$ cat src/rtl/bot_permute_scheduler.sv
// Bot permute scheduler: queues bot jobs and launches one permuter burst per
// job when the permuter is nearly done and the downstream consumer has room.
module bot_permute_scheduler #(
  parameter int EXTRA_DATA_WIDTH = 12,
  parameter int FIFO_DEPTH       = 4
) (
  input  logic                        clk,
  input  logic                        rst,
  input  logic                        inValid,
  output logic                        inReady,
  input  logic [127:0]                botIn,
  input  logic [5:0]                  validBotPermutesIn,
  input  logic [EXTRA_DATA_WIDTH-1:0] extraDataIn,
  input  logic                        flush,
  input  logic                        permuterDone,
  input  logic                        downstreamAlmostFull,
  output logic                        startNewBurst,
  output logic [127:0]                botOut,
  output logic [5:0]                  validBotPermutesOut,
  output logic [EXTRA_DATA_WIDTH-1:0] extraDataOut,
  output logic [31:0]                 burstCount,
  output logic [31:0]                 permuteCount,
  output logic [15:0]                 droppedCount,
  output logic                        idle
);

  localparam int PW = (FIFO_DEPTH > 1) ? $clog2(FIFO_DEPTH) : 1;
  localparam int CW = $clog2(FIFO_DEPTH + 1);

  typedef enum logic {STARTUP, RUN} state_t;

  state_t                      state;
  state_t                      state_next;
  logic [1:0]                  startup_cnt;
  logic [PW-1:0]               wr_ptr;
  logic [PW-1:0]               rd_ptr;
  logic [CW-1:0]               count;
  logic [127:0]                bot_mem   [FIFO_DEPTH];
  logic [5:0]                  mask_mem  [FIFO_DEPTH];
  logic [EXTRA_DATA_WIDTH-1:0] extra_mem [FIFO_DEPTH];
  logic                        in_run;
  logic                        empty;
  logic                        full;
  logic                        push;
  logic                        pop;
  logic                        drop;
  logic [2:0]                  head_pop;

  // Head entry straight from storage registers.
  always_comb begin
    botOut              = bot_mem[rd_ptr];
    validBotPermutesOut = mask_mem[rd_ptr];
    extraDataOut        = extra_mem[rd_ptr];
  end

  // Handshake, launch and drop decisions from registered occupancy and state.
  always_comb begin
    in_run        = (state == RUN);
    empty         = (count == '0);
    full          = (count == CW'(FIFO_DEPTH));
    inReady       = in_run && !full && !flush;
    push          = inValid && inReady;
    startNewBurst = in_run && !empty && (validBotPermutesOut != '0) &&
                    permuterDone && !downstreamAlmostFull && !flush;
    drop          = in_run && !empty && (validBotPermutesOut == '0) && !flush;
    pop           = startNewBurst || drop;
    idle          = in_run && empty && permuterDone;
  end

  // Number of permutations in the head job.
  always_comb begin
    head_pop = '0;
    for (int unsigned i = 0; i < 6; i++) begin
      head_pop = head_pop + 3'(validBotPermutesOut[i]);
    end
  end

  // State register.
  always_ff @(posedge clk or posedge rst) begin
    if (rst) state <= STARTUP;
    else     state <= state_next;
  end

  // Next state: leave STARTUP after three cycles, RUN is sticky.
  always_comb begin
    state_next = state;
    case (state)
      STARTUP: if (startup_cnt == 2'd2) state_next = RUN;
      RUN:     state_next = RUN;
      default: state_next = STARTUP;
    endcase
  end

  // Startup holdoff counter, covers the permuter's local reset pipe.
  always_ff @(posedge clk or posedge rst) begin
    if (rst) begin
      startup_cnt <= '0;
    end else if (state == STARTUP && startup_cnt != 2'd2) begin
      startup_cnt <= startup_cnt + 2'd1;
    end
  end

  // FIFO pointers and occupancy; flush empties the queue without push or pop.
  always_ff @(posedge clk or posedge rst) begin
    if (rst) begin
      wr_ptr <= '0;
      rd_ptr <= '0;
      count  <= '0;
    end else if (flush) begin
      wr_ptr <= '0;
      rd_ptr <= '0;
      count  <= '0;
    end else begin
      if (push) wr_ptr <= wr_ptr + PW'(1);
      if (pop)  rd_ptr <= rd_ptr + PW'(1);
      count <= count + CW'(push) - CW'(pop);
    end
  end

  // FIFO storage, written on accepted push only.
  always_ff @(posedge clk) begin
    if (push) begin
      bot_mem[wr_ptr]   <= botIn;
      mask_mem[wr_ptr]  <= validBotPermutesIn;
      extra_mem[wr_ptr] <= extraDataIn;
    end
  end

  // Statistics counters.
  always_ff @(posedge clk or posedge rst) begin
    if (rst) begin
      burstCount   <= '0;
      permuteCount <= '0;
      droppedCount <= '0;
    end else begin
      if (startNewBurst) begin
        burstCount   <= burstCount + 32'd1;
        permuteCount <= permuteCount + 32'(head_pop);
      end
      if (drop && droppedCount != '1) droppedCount <= droppedCount + 16'd1;
    end
  end

endmodule
$ cat config.mk
export PLATFORM = sky130hd
export DESIGN_NAME = bot_permute_scheduler
export DESIGN_NICKNAME = d
export VERILOG_FILES = /design/src/rtl/bot_permute_scheduler.sv
export SDC_FILE = /design/constraint.sdc
export NUM_CORES = 1
export LEC_CHECK = 0
export ABC_AREA = 1
export CAP_MARGIN = 20
export CORE_ASPECT_RATIO = 0.7
export CORE_MARGIN = 2
export CORE_UTILIZATION = 55
export CTS_CLUSTER_SIZE = 8
export DETAILED_ROUTE_END_ITERATION = 6
export GPL_TIMING_DRIVEN = 0
export PLACE_DENSITY = 0.89
export SYNTH_ARGS = -nofsm -noshare
export SYNTH_HDL_FRONTEND = slang
export SYNTH_SLANG_ARGS = --single-unit
$ cat constraint.sdc
create_clock -name clk -period 10.05 [get_ports clk]
set_input_delay 1.5075 -clock clk [delete_from_list [all_inputs] [get_ports clk]]
set_output_delay 1.5075 -clock clk [all_outputs]
set_load 0.005 [all_outputs]
* Word-level counts from Yosys, hierarchy flattened
Memories as Yosys holds them, arrays and structs flattened. Cells that the tools add are included.
Operators by class: add/subtract/negate cells 13, equality and inequality tests 4, multiplexer cells 9, bitwise gates (word level) 1, reductions and logical operators 24
Operators with widths (count):
- 32-bit by 1-bit adder with 32-bit output, second input constant | 1
- 32-bit by 3-bit adder with 32-bit output | 1
- 16-bit by 1-bit adder with 16-bit output, second input constant | 1
- 16-bit inequality test, second input constant | 1
- 1-bit logical AND | 14
- 3-bit by 1-bit adder with 3-bit output | 4
- 2-bit 2-to-1 mux | 4
- 2-bit by 1-bit adder with 2-bit output, second input constant | 3
- 6-bit logical NOT | 1
- 6-bit nonzero test | 1
- 1-bit logical NOT | 4
- 2-bit nonzero test | 2
- 2-bit by 1-bit adder with 3-bit output | 1
- 3-bit == test, second input constant | 1
- 3-bit logical NOT | 1
- 1-bit 2-to-1 mux | 3
- 3-bit 2-to-1 mux | 1
- 3-bit by 1-bit subtractor with 3-bit output | 1
- 1-bit by 1-bit adder with 2-bit output | 1
- 2-bit == test, second input constant | 1
- 2-bit inequality test, second input constant | 1
- 1-bit case mux with 2 select lines | 1
- 1-bit logical OR | 1
- 1-bit NOT | 1
Word-level totals: bits in registers 90, RAM bits 584, output and inout port bits 229, logic and storage cells 62, memories 3
Memories:
- bot_mem | depth 4, width 128, rd ports 1, clocked after memory_dff 0, wr ports 1, line 38 | logic [127:0] bot_mem [FIFO_DEPTH];
- extra_mem | depth 4, width 12, rd ports 1, clocked after memory_dff 0, wr ports 1, line 40 | logic [EXTRA_DATA_WIDTH-1:0] extra_mem [FIFO_DEPTH];
- mask_mem | depth 4, width 6, rd ports 1, clocked after memory_dff 0, wr ports 1, line 39 | logic [5:0] mask_mem [FIFO_DEPTH];

* Longest topological paths before layout
Gate-level depths: netlist of the first run.
depth after elaboration 10, gate-level depth with buffers 23, mapped depth without buffers 21

* Worst setup path before layout of the first run
No wires, ideal clock.
kind input -> register, start point in flush, end point mem bot_mem[0][0], enable pin, library setup time 654 ps, arrival time 8173 ps, data required time 9396 ps, path slack 1223 ps, cell stages on the path 5, path through inv_2 > nand2_1 > a21oi_1 > nand2_1 > nor2_1
On the way: word-level cells in the longest chain between the ends 5
RTL lines:
- start: declaration | line 14 | input logic flush,
- 1-bit logical NOT | line 61 | inReady = in_run && !full && !flush;
- 1-bit logical AND | line 61
- named net inReady | line 10 | output logic inReady,
- 1-bit logical AND | line 62 | push = inValid && inReady;
- 1-bit 2-to-1 mux | line 122 | if (push) begin
- 1-bit 2-to-1 mux (not written as such) | line 123 | bot_mem[wr_ptr] <= botIn;
- end: declaration | line 38
The timed path passes the listed nets, and every way through them passes these cells.

* Worst setup path in the final report of the first run
start point reg rd_ptr[0], end point out startNewBurst
On the way: word-level cells in the longest chain between the ends 6
RTL lines:
- start: declaration | line 36 | logic [PW-1:0] rd_ptr;
- start signal: assignment | line 115 | if (pop) rd_ptr <= rd_ptr + PW'(1);
- memory 4 x 6 bit
- 6-bit nonzero test | line 63 | startNewBurst = in_run && !empty && (validBotPermutesOut != '0) &&
- 1-bit logical AND (2 in series) | line 63
- 1-bit logical AND (2 in series) | line 64 | permuterDone && !downstreamAlmostFull && !flush;
- end: declaration | line 17 | output logic startNewBurst,
Every way passes these cells.

==> results of run 1 <==
state kept, by name (all words and copies together) (netlist names), 2 cells and up:
name          count
mask_mem         24
extra_mem        48
permuteCount     32
burstCount       32
wr_ptr            2
count             3
bot_mem         512
droppedCount     16
startup_cnt       2
rd_ptr            2
worst max-delay path, stage by stage (launching register included):
cell and delay, ns:
sky130_fd_sc_hd__dfrtp_1 0.34, sky130_fd_sc_hd__buf_4 0.15, sky130_fd_sc_hd__buf_4 0.25, sky130_fd_sc_hd__buf_2 0.33
sky130_fd_sc_hd__buf_2 0.31, sky130_fd_sc_hd__nand2_1 0.08, sky130_fd_sc_hd__a32oi_1 0.60, sky130_fd_sc_hd__inv_1 0.12
sky130_fd_sc_hd__ha_1 0.23, sky130_fd_sc_hd__nand2_1 0.08, sky130_fd_sc_hd__nor2_2 0.06, sky130_fd_sc_hd__nand2_2 0.08
sky130_fd_sc_hd__nand2_4 0.06, sky130_fd_sc_hd__inv_2 0.11, sky130_fd_sc_hd__buf_4 0.23, sky130_fd_sc_hd__clkdlybuf4s50_1 0.53
Yosys cell counts:
cell type	count	area share (%)
sky130_fd_sc_hd__a21oi_1	4	0.073
sky130_fd_sc_hd__a21oi_2	1	0.032
sky130_fd_sc_hd__a32oi_1	2	0.064
sky130_fd_sc_hd__buf_1	8	0.11
sky130_fd_sc_hd__buf_2	21	0.39
sky130_fd_sc_hd__buf_4	10	0.28
sky130_fd_sc_hd__buf_6	5	0.21
sky130_fd_sc_hd__clkbuf_1	71	0.98
sky130_fd_sc_hd__dfrtp_1	90	8.3
sky130_fd_sc_hd__edfxtp_1	584	64
sky130_fd_sc_hd__fa_1	5	0.37
sky130_fd_sc_hd__ha_1	13	0.60
sky130_fd_sc_hd__inv_1	73	1.0
sky130_fd_sc_hd__inv_2	6	0.083
sky130_fd_sc_hd__nand2_1	381	5.2
sky130_fd_sc_hd__nand2_2	2	0.046
sky130_fd_sc_hd__nand2_4	1	0.041
sky130_fd_sc_hd__nand3_1	51	0.94
sky130_fd_sc_hd__nand3b_1	11	0.30
sky130_fd_sc_hd__nand4_1	7	0.16
sky130_fd_sc_hd__nand4_2	1	0.046
sky130_fd_sc_hd__nor2_1	383	5.3
sky130_fd_sc_hd__nor2_2	1	0.023
sky130_fd_sc_hd__nor3_1	23	0.42
sky130_fd_sc_hd__o21ai_0	305	5.6
sky130_fd_sc_hd__o21ai_1	12	0.22
sky130_fd_sc_hd__o22ai_1	140	3.2
sky130_fd_sc_hd__xnor2_1	21	0.67
sky130_fd_sc_hd__xor2_1	34	1.1
through the flow:
step                      hold WS (ns)  cell area (sq um)  worst slack [ns]
after floorplan                  0.442              27300              1.22
after global placement           0.455              31900             -4.09
after CTS                        0.476              35100              4.34
final                            0.484              35100              4.36
after detailed placement         0.469              32400              4.84
after global routing             0.503              35100              4.12
cells by family (layout without fill, tap and decap cells):
group,after synthesis,count (layout),share of synthesized area [%]
buf+inv,194,717,3.04
flops,674,674,72.5
fa+ha+maj,18,18,0.963
other cells,0,8,0
xor+xnor,55,55,1.77
simple gates,861,861,12.5
compound gates,464,464,9.20
final timing paths:
check                                      startpoint                      endpoint  slack, ns  cells past startpoint
setup reg to reg                rd_ptr[0]$_DFFE_PP0P_  permuteCount[26]$_DFFE_PP0P_       4.81                     21
hold / removal             startup_cnt[0]$_DFFE_PP0P_    startup_cnt[0]$_DFFE_PP0P_       0.48                      1
setup / recovery                rd_ptr[0]$_DFFE_PP0P_                 startNewBurst       4.36                     15
hold reg to reg            startup_cnt[0]$_DFFE_PP0P_    startup_cnt[0]$_DFFE_PP0P_       0.48                      1
max in group asynchronous                         rst   permuteCount[4]$_DFFE_PP0P_       8.13                      3
min in group asynchronous                         rst   droppedCount[6]$_DFFE_PP0P_       1.23                      2
layout make-up:
class | count | area, sq um | share of cell area, %
Antenna cell | 8 | 20.0 | 0.0570
Tap cell | 665 | 832 | 2.37
Timing Repair Buffer | 402 | 4280 | 12.2
Clock buffer | 113 | 2440 | 6.97
Multi-Input combinational cell | 1398 | 6690 | 19.1
Clock inverter | 8 | 204 | 0.581
Buffer | 115 | 533 | 1.52
Sequential cell | 674 | 19800 | 56.4
Inverter | 79 | 299 | 0.852
report_power, final:
| part | switching [W] | internal [W] | leakage, nW |
|---|---|---|---|
| Sequential | 0.000110 | 0.00328 | 6.50 |
| Combinational | 0.000686 | 0.000541 | 4.80 |
| Clock | 0.00117 | 0.00173 | 1.27 |
| Total | 0.00196 | 0.00554 | 12.6 |
layer usage:
layer | part of all wire [%] | up-vias
li1 | - | 9026
met1 | 38 | 10024
met2 | 48 | 1340
met3 | 11 | 217
met4 | 3.7 | 10
met5 | 0.063 | -
==> flow_results.org, run 1 <==
** Cells and area
- Filler-free cell count of the finished design :: 3462
- Proportion of layout cells with a drive suffix above 1 :: 6.35%
- Most frequent cells in the layout :: 584 x sky130_fd_sc_hd__edfxtp_1, 381 x sky130_fd_sc_hd__nand2_1, 380 x sky130_fd_sc_hd__clkdlybuf4s50_1, 379 x sky130_fd_sc_hd__nor2_1, 305 x sky130_fd_sc_hd__o21ai_0
- Post-layout util :: 71.4%
- Most common cell after layout, fill and taps aside :: sky130_fd_sc_hd__edfxtp_1
- In the final design database the tool counted 2934 nets.
- Growth of design area from synthesis to finish :: 28.6%
- The filler cells instantiated in the layout total 3079.

** CTS
- Clock insertion delay at the later pin of the skew report :: 0.66 ns
- CTS Buffer Depth :: 3
- Once the clock tree was built, the setup fixing pass inserted 0 buffers.
- The tree built by TritonCTS fans out to 674 sinks.
- Clock buffers created by TritonCTS :: 94
- Clock H-tree levels :: 3
- Clock Tree Root :: sky130_fd_sc_hd__clkbuf_16
- TritonCTS clock tree :: yes
- After clock tree synthesis, the flow added hold-fix buffers numbering 0.
- Clock slew at reported path FFs :: 0.05 ns
- Resized Gates After CTS :: 0

** Routing
- The pre-antenna-repair detailed-routing pass consisted of 6 iterations.
- For this block, the routed nets add up to 79.2 mm of wire.
- Final routed DRC violation total :: 0
- Routed length per instance :: 22.9 um
- Detailed routing inserted a total of 20617 vias.
- First DRT Iteration DRCs :: 2349
- Antenna-violating nets left :: 0
- Using the TritonRoute via totals, the vias-per-cell ratio works out to 5.96.

** GRT
- Met2 layer usage reported by global route :: 48.9%
- Maximum number of pins on one net before global-route repair :: 63
- For this run, global-route usage on met1 was measured as 40.1%.
- met2 is the most crowded layer.
- The first global-routing pass estimated 119 mm of wire.
- The total overflow left after global routing is 0.
- Via count of the first global-routing pass :: 20515
- In the global route stage, met3 resource usage came out at 7.67%.
- Overall Global Routing Usage :: 30.5%
- Antenna violations before repair :: 11

** Logic synthesis
- The number of nets handed over by synthesis was 2436.
- Sequential area share after synthesis :: 72.5%
- In this run, synthesis produced a sequential element count of 674.
- Post-Synthesis Mean Instance Area :: 12.0 sq um
- After synthesis the cells add up to 27300 sq um.
- Distinct cells, synth :: 29
- Synth warn :: 0
- The cell count after synthesis came out at 2266.

** Floorplanning
- Die ar. :: 51400 sq um
- Top-level I/O count :: 381
- Row cnt :: 68
- Core region area :: 49200 sq um
- The floorplan step set the die height to 190 um.
- The initial utilization of the core area, before any placement, comes to 55.5%.
- Die width :: 270 um

** Setup path
- In this run the worst path has a maximum fanout of 10.
- The worst setup path is of the reg2out kind.
- Required time at the endpoint of the critical path :: 8.54 ns
- The worst setup path is captured at an output pin.
- Crit path arrival time :: 4.18 ns
- STA classifies the critical path startpoint as a flip-flop.

** Timing
- Max-Slew Margin vs Limit :: 31.9%
- The number of pins exceeding their max-slew limit in the final report was 0.
- For the final routed database, the setup TNS stands at 0 ns.
- Hold violation total from the final report :: 0
- Worst-margin pin slew :: 1.02 ns
- Setup repair after global routing left no endpoint under its margin.
- Share of the clock period used by the worst path after layout :: 56.6%
- Period minus WS final :: 5.69 ns
- Fin Clk Skew :: 0.0590 ns
- Based on the critical path, the design can be clocked at up to 176 MHz.
- Setup violations remaining at the end of the flow were counted as 0.

** Worst hold path
- The tightest min-delay check is of the reg2reg type.

** Power
- The design draws 0.00751 W.
- Worst vdd rail ir drop :: 0.000190 V
- Pwr/cell area :: 214 nW/um^2
- In this run the static leakage power is 12.6 nW.

** Status
- The flow ran to the end, and the final reports show no timing, DRC or antenna violations.

** Flow run
- Number of violations of the max-capacitance limit :: 0

** Placement
- Final HPWL DP :: 50.3 mm
- At the end of routability-driven placement, the weighted congestion stood at 0.945.
- Cells after DPL :: 3333
- In this run the tool buffered the top-level ports with 380 buffer cells.
Power figures use the tool's default switching activity.
==> run 2, diff against run 1 <==
Clock period 10.05 ns to 5.5 ns, I/O delays scaled along.
==> flow_results.org, run 2 (same netlist as run 1, synthesis figures left out) <==
** CTS
- Clock insertion delay at the later pin of the skew report :: 0.67 ns
- CTS saw 674 sinks.
- TritonCTS built the clock tree.
- Clock slew at reported path FFs :: 0.05 ns
- No sink is reached through more buffers than the 3 on the longest clock path.
- In this run the clock root is driven by a sky130_fd_sc_hd__clkbuf_16.
- The H-tree was split into 3 levels.
- Buffers inserted during clock tree synthesis total 94.
- After clock tree synthesis, the flow added hold-fix buffers numbering 0.

** Cells and area
- The final layout contains 2933 nets.
- Leaving out fill and tap cells, the most frequent cells in the layout are 584 x sky130_fd_sc_hd__edfxtp_1, 381 x sky130_fd_sc_hd__nand2_1, 380 x sky130_fd_sc_hd__clkdlybuf4s50_1, 379 x sky130_fd_sc_hd__nor2_1, 305 x sky130_fd_sc_hd__o21ai_0.
- At the end of the flow the core is filled with cells to 71.3%.
- Filler-free cell count of the finished design :: 3461
- Register with the highest flop count :: bot_mem
- After filler insertion, the fill cell instance count of the layout stands at 3137.
- Most common cell after layout, fill and taps aside :: sky130_fd_sc_hd__edfxtp_1
- The register with the most flip-flops in the layout has 512 of them.
- Compared with the post-synthesis result, the final layout area differs by 28.6%.
- The largest registers in the layout are bot_mem (512), extra_mem (48).
- Proportion of layout cells with a drive suffix above 1 :: 6.37%

** Setup path
- Cell chain of the critical path :: buf_4, buf_4, buf_2, buf_2, nand2_1, a32oi_2, fa_1, inv_1, fa_1, fa_1, fa_1, inv_1, nand2_1, nand2_1, nand2_1, nor3_1, nand2_1, nand2_1, nand2_1, nand2_1, o21ai_0
- Startpoint types :: flip-flop
- The number of buffers and inverters on the critical path is 6.
- Slowest cell delay on critical path :: 0.52 ns
- Critical-path cell with the highest stage delay :: sky130_fd_sc_hd__fa_1
- Cell class contributing the biggest share of worst-path delay :: adder cells
- Data on the critical path is required at its endpoint by 5.99 ns.
- Worst Setup Path Type :: reg2reg
- Kind of end point of the critical path :: flip-flop
- Crit path arrival time :: 5.68 ns
- CP Max Fanout :: 10
- By instance count, the cell type seen most on the critical path is sky130_fd_sc_hd__nand2_1.

** Worst hold path
- Hold WC Path Type :: reg2reg

** Placement
- Final HPWL DP :: 49.4 mm
- Final GP Congestion :: 0.960
- Port buffering added 380 buffers.
- The number of placed instances, taps included, is 3332.

** Floorplanning
- The die covers 51400 sq um.
- In this run the core area contains 68 standard-cell rows.
- The die is 270 um wide.
- Initial standard-cell utilization of the core :: 55.5%
- Measured along the y axis, the die boundary spans 190 um.
- The core region is 49200 sq um.
- Top-level I/O count :: 381

** Routing
- Total wire length :: 77.9 mm
- Number of iterations in the first detailed-routing pass :: 6
- First DRT Iteration DRCs :: 2336
- Summing over every cut layer, the via total after detailed routing is 20458.
- Via density per instance :: 5.91
- Routed length per instance :: 22.5 um
- Antenna-violating nets left :: 0
- In the routed design, unresolved DRC markers number 0.

** Power
- Overall power after layout :: 0.0137 W
- Summed over all cells, the static leakage comes to 12.6 nW.
- Worst vdd rail ir drop :: 0.000363 V
- Pwr/cell area :: 390 nW/um^2

** GRT
- For this run, the total global-route usage over all layers was measured as 30.0%.
- Met3 Usage GRT :: 7.06%
- After global routing, the most crowded layer is met2.
- Antenna violations before repair :: 4
- The first global-routing pass estimated 118 mm of wire.
- Met2 layer usage reported by global route :: 49.8%
- Summed over all layers, the global routing overflow is 0.
- Maximum number of pins on one net before global-route repair :: 63
- Via count of the first global-routing pass :: 20749
- Global routing consumed, on the met1 layer, 38.6% of the routing resources.

** Timing
- After layout, the minimum clock period comes to 5.19 ns.
- Final max-slew violation count :: 0
- The final critical path takes up 94.4% of the cycle.
- Hold WS :: 0.484 ns
- In this run the tightest slew margin relative to its limit is 29.1%.
- Setup total negative slack on the finished layout was measured at 0 ns.
- Setup violations remaining at the end of the flow were counted as 0.
- For the pin with the worst max-slew slack, the measured transition is 1.06 ns.
- The count of endpoints failing hold in the final timing report is 0.
- Clock skew on the completed layout was measured at 0.0678 ns.
- Fmax :: 193 MHz

** Status
- Status :: finished, final reports clean

** Flow run
- Across the run, the number of max-cap violations was 0.
==> run 2: per-layer routing <==
layer | wire length (um) | vias up
met4 | 2640 | 2
met5 | 2 | -
met1 | 30100 | 10010
met2 | 37900 | 1224
li1 | - | 9015
met3 | 7290 | 207
==> run 2: cell type report <==
cell class / instances / area, sq um / area share [%]
Clock inverter: 7 / 188 / 0.535
Buffer: 115 / 533 / 1.52
Multi-Input combinational cell: 1398 / 6710 / 19.1
Antenna cell: 3 / 7.51 / 0.0214
Tap cell: 665 / 832 / 2.37
Timing Repair Buffer: 401 / 4250 / 12.1
Clock buffer: 119 / 2470 / 7.04
Inverter: 79 / 299 / 0.853
Sequential cell: 674 / 19800 / 56.4
==> run 2: what timing repair did <==
action                     in CTS  in global routing
setup endpoints to repair       0                  6
resized for setup               0                  2
setup buffers                   0                  0
==> run 2: final timing paths <==
check                      cells after the start  slack (ns)                           end                  startpoint
max                                           21        0.31  permuteCount[26]$_DFFE_PP0P_       rd_ptr[0]$_DFFE_PP0P_
min                                            1        0.48    startup_cnt[0]$_DFFE_PP0P_  startup_cnt[0]$_DFFE_PP0P_
max reg2reg                                   21        0.31  permuteCount[26]$_DFFE_PP0P_       rd_ptr[0]$_DFFE_PP0P_
min reg2reg                                    1        0.48    startup_cnt[0]$_DFFE_PP0P_  startup_cnt[0]$_DFFE_PP0P_
max in group asynchronous                      3        4.28  permuteCount[24]$_DFFE_PP0P_                         rst
min in group asynchronous                      2        0.56   droppedCount[3]$_DFFE_PP0P_                         rst
==> run 2: report_power, final <==
group / internal (W) / switching, W / leakage, nW / total, W
Sequential: 0.00599 / 0.000196 / 6.50 / 0.00618
Combinational: 0.000989 / 0.00125 / 4.79 / 0.00224
Clock: 0.00312 / 0.00212 / 1.27 / 0.00524
==> run 2: per-stage QoR <==
step / worst slack [ns] / instance area, sq um
after floorplan: -0.218 / 27300
after global placement: -3.63 / 31900
after detailed placement: 0.158 / 32400
after CTS: 0.143 / 35000
after global routing: -0.0517 / 35100
final: 0.309 / 35100
==> run 2: worst reg2reg max path, stage by stage, from the launching register on <==
cell                      delay [ns]
sky130_fd_sc_hd__dfrtp_1        0.32
sky130_fd_sc_hd__buf_4          0.15
sky130_fd_sc_hd__buf_4          0.25
sky130_fd_sc_hd__buf_2          0.38
sky130_fd_sc_hd__buf_2          0.34
sky130_fd_sc_hd__nand2_1        0.10
sky130_fd_sc_hd__a32oi_2        0.47
sky130_fd_sc_hd__fa_1           0.52
sky130_fd_sc_hd__inv_1          0.09
sky130_fd_sc_hd__fa_1           0.43
sky130_fd_sc_hd__fa_1           0.43
sky130_fd_sc_hd__fa_1           0.41
sky130_fd_sc_hd__inv_1          0.10
sky130_fd_sc_hd__nand2_1        0.07
sky130_fd_sc_hd__nand2_1        0.12
sky130_fd_sc_hd__nand2_1        0.18
sky130_fd_sc_hd__nor3_1         0.37
sky130_fd_sc_hd__nand2_1        0.09
sky130_fd_sc_hd__nand2_1        0.07
sky130_fd_sc_hd__nand2_1        0.05
sky130_fd_sc_hd__nand2_1        0.05
sky130_fd_sc_hd__o21ai_0        0.07
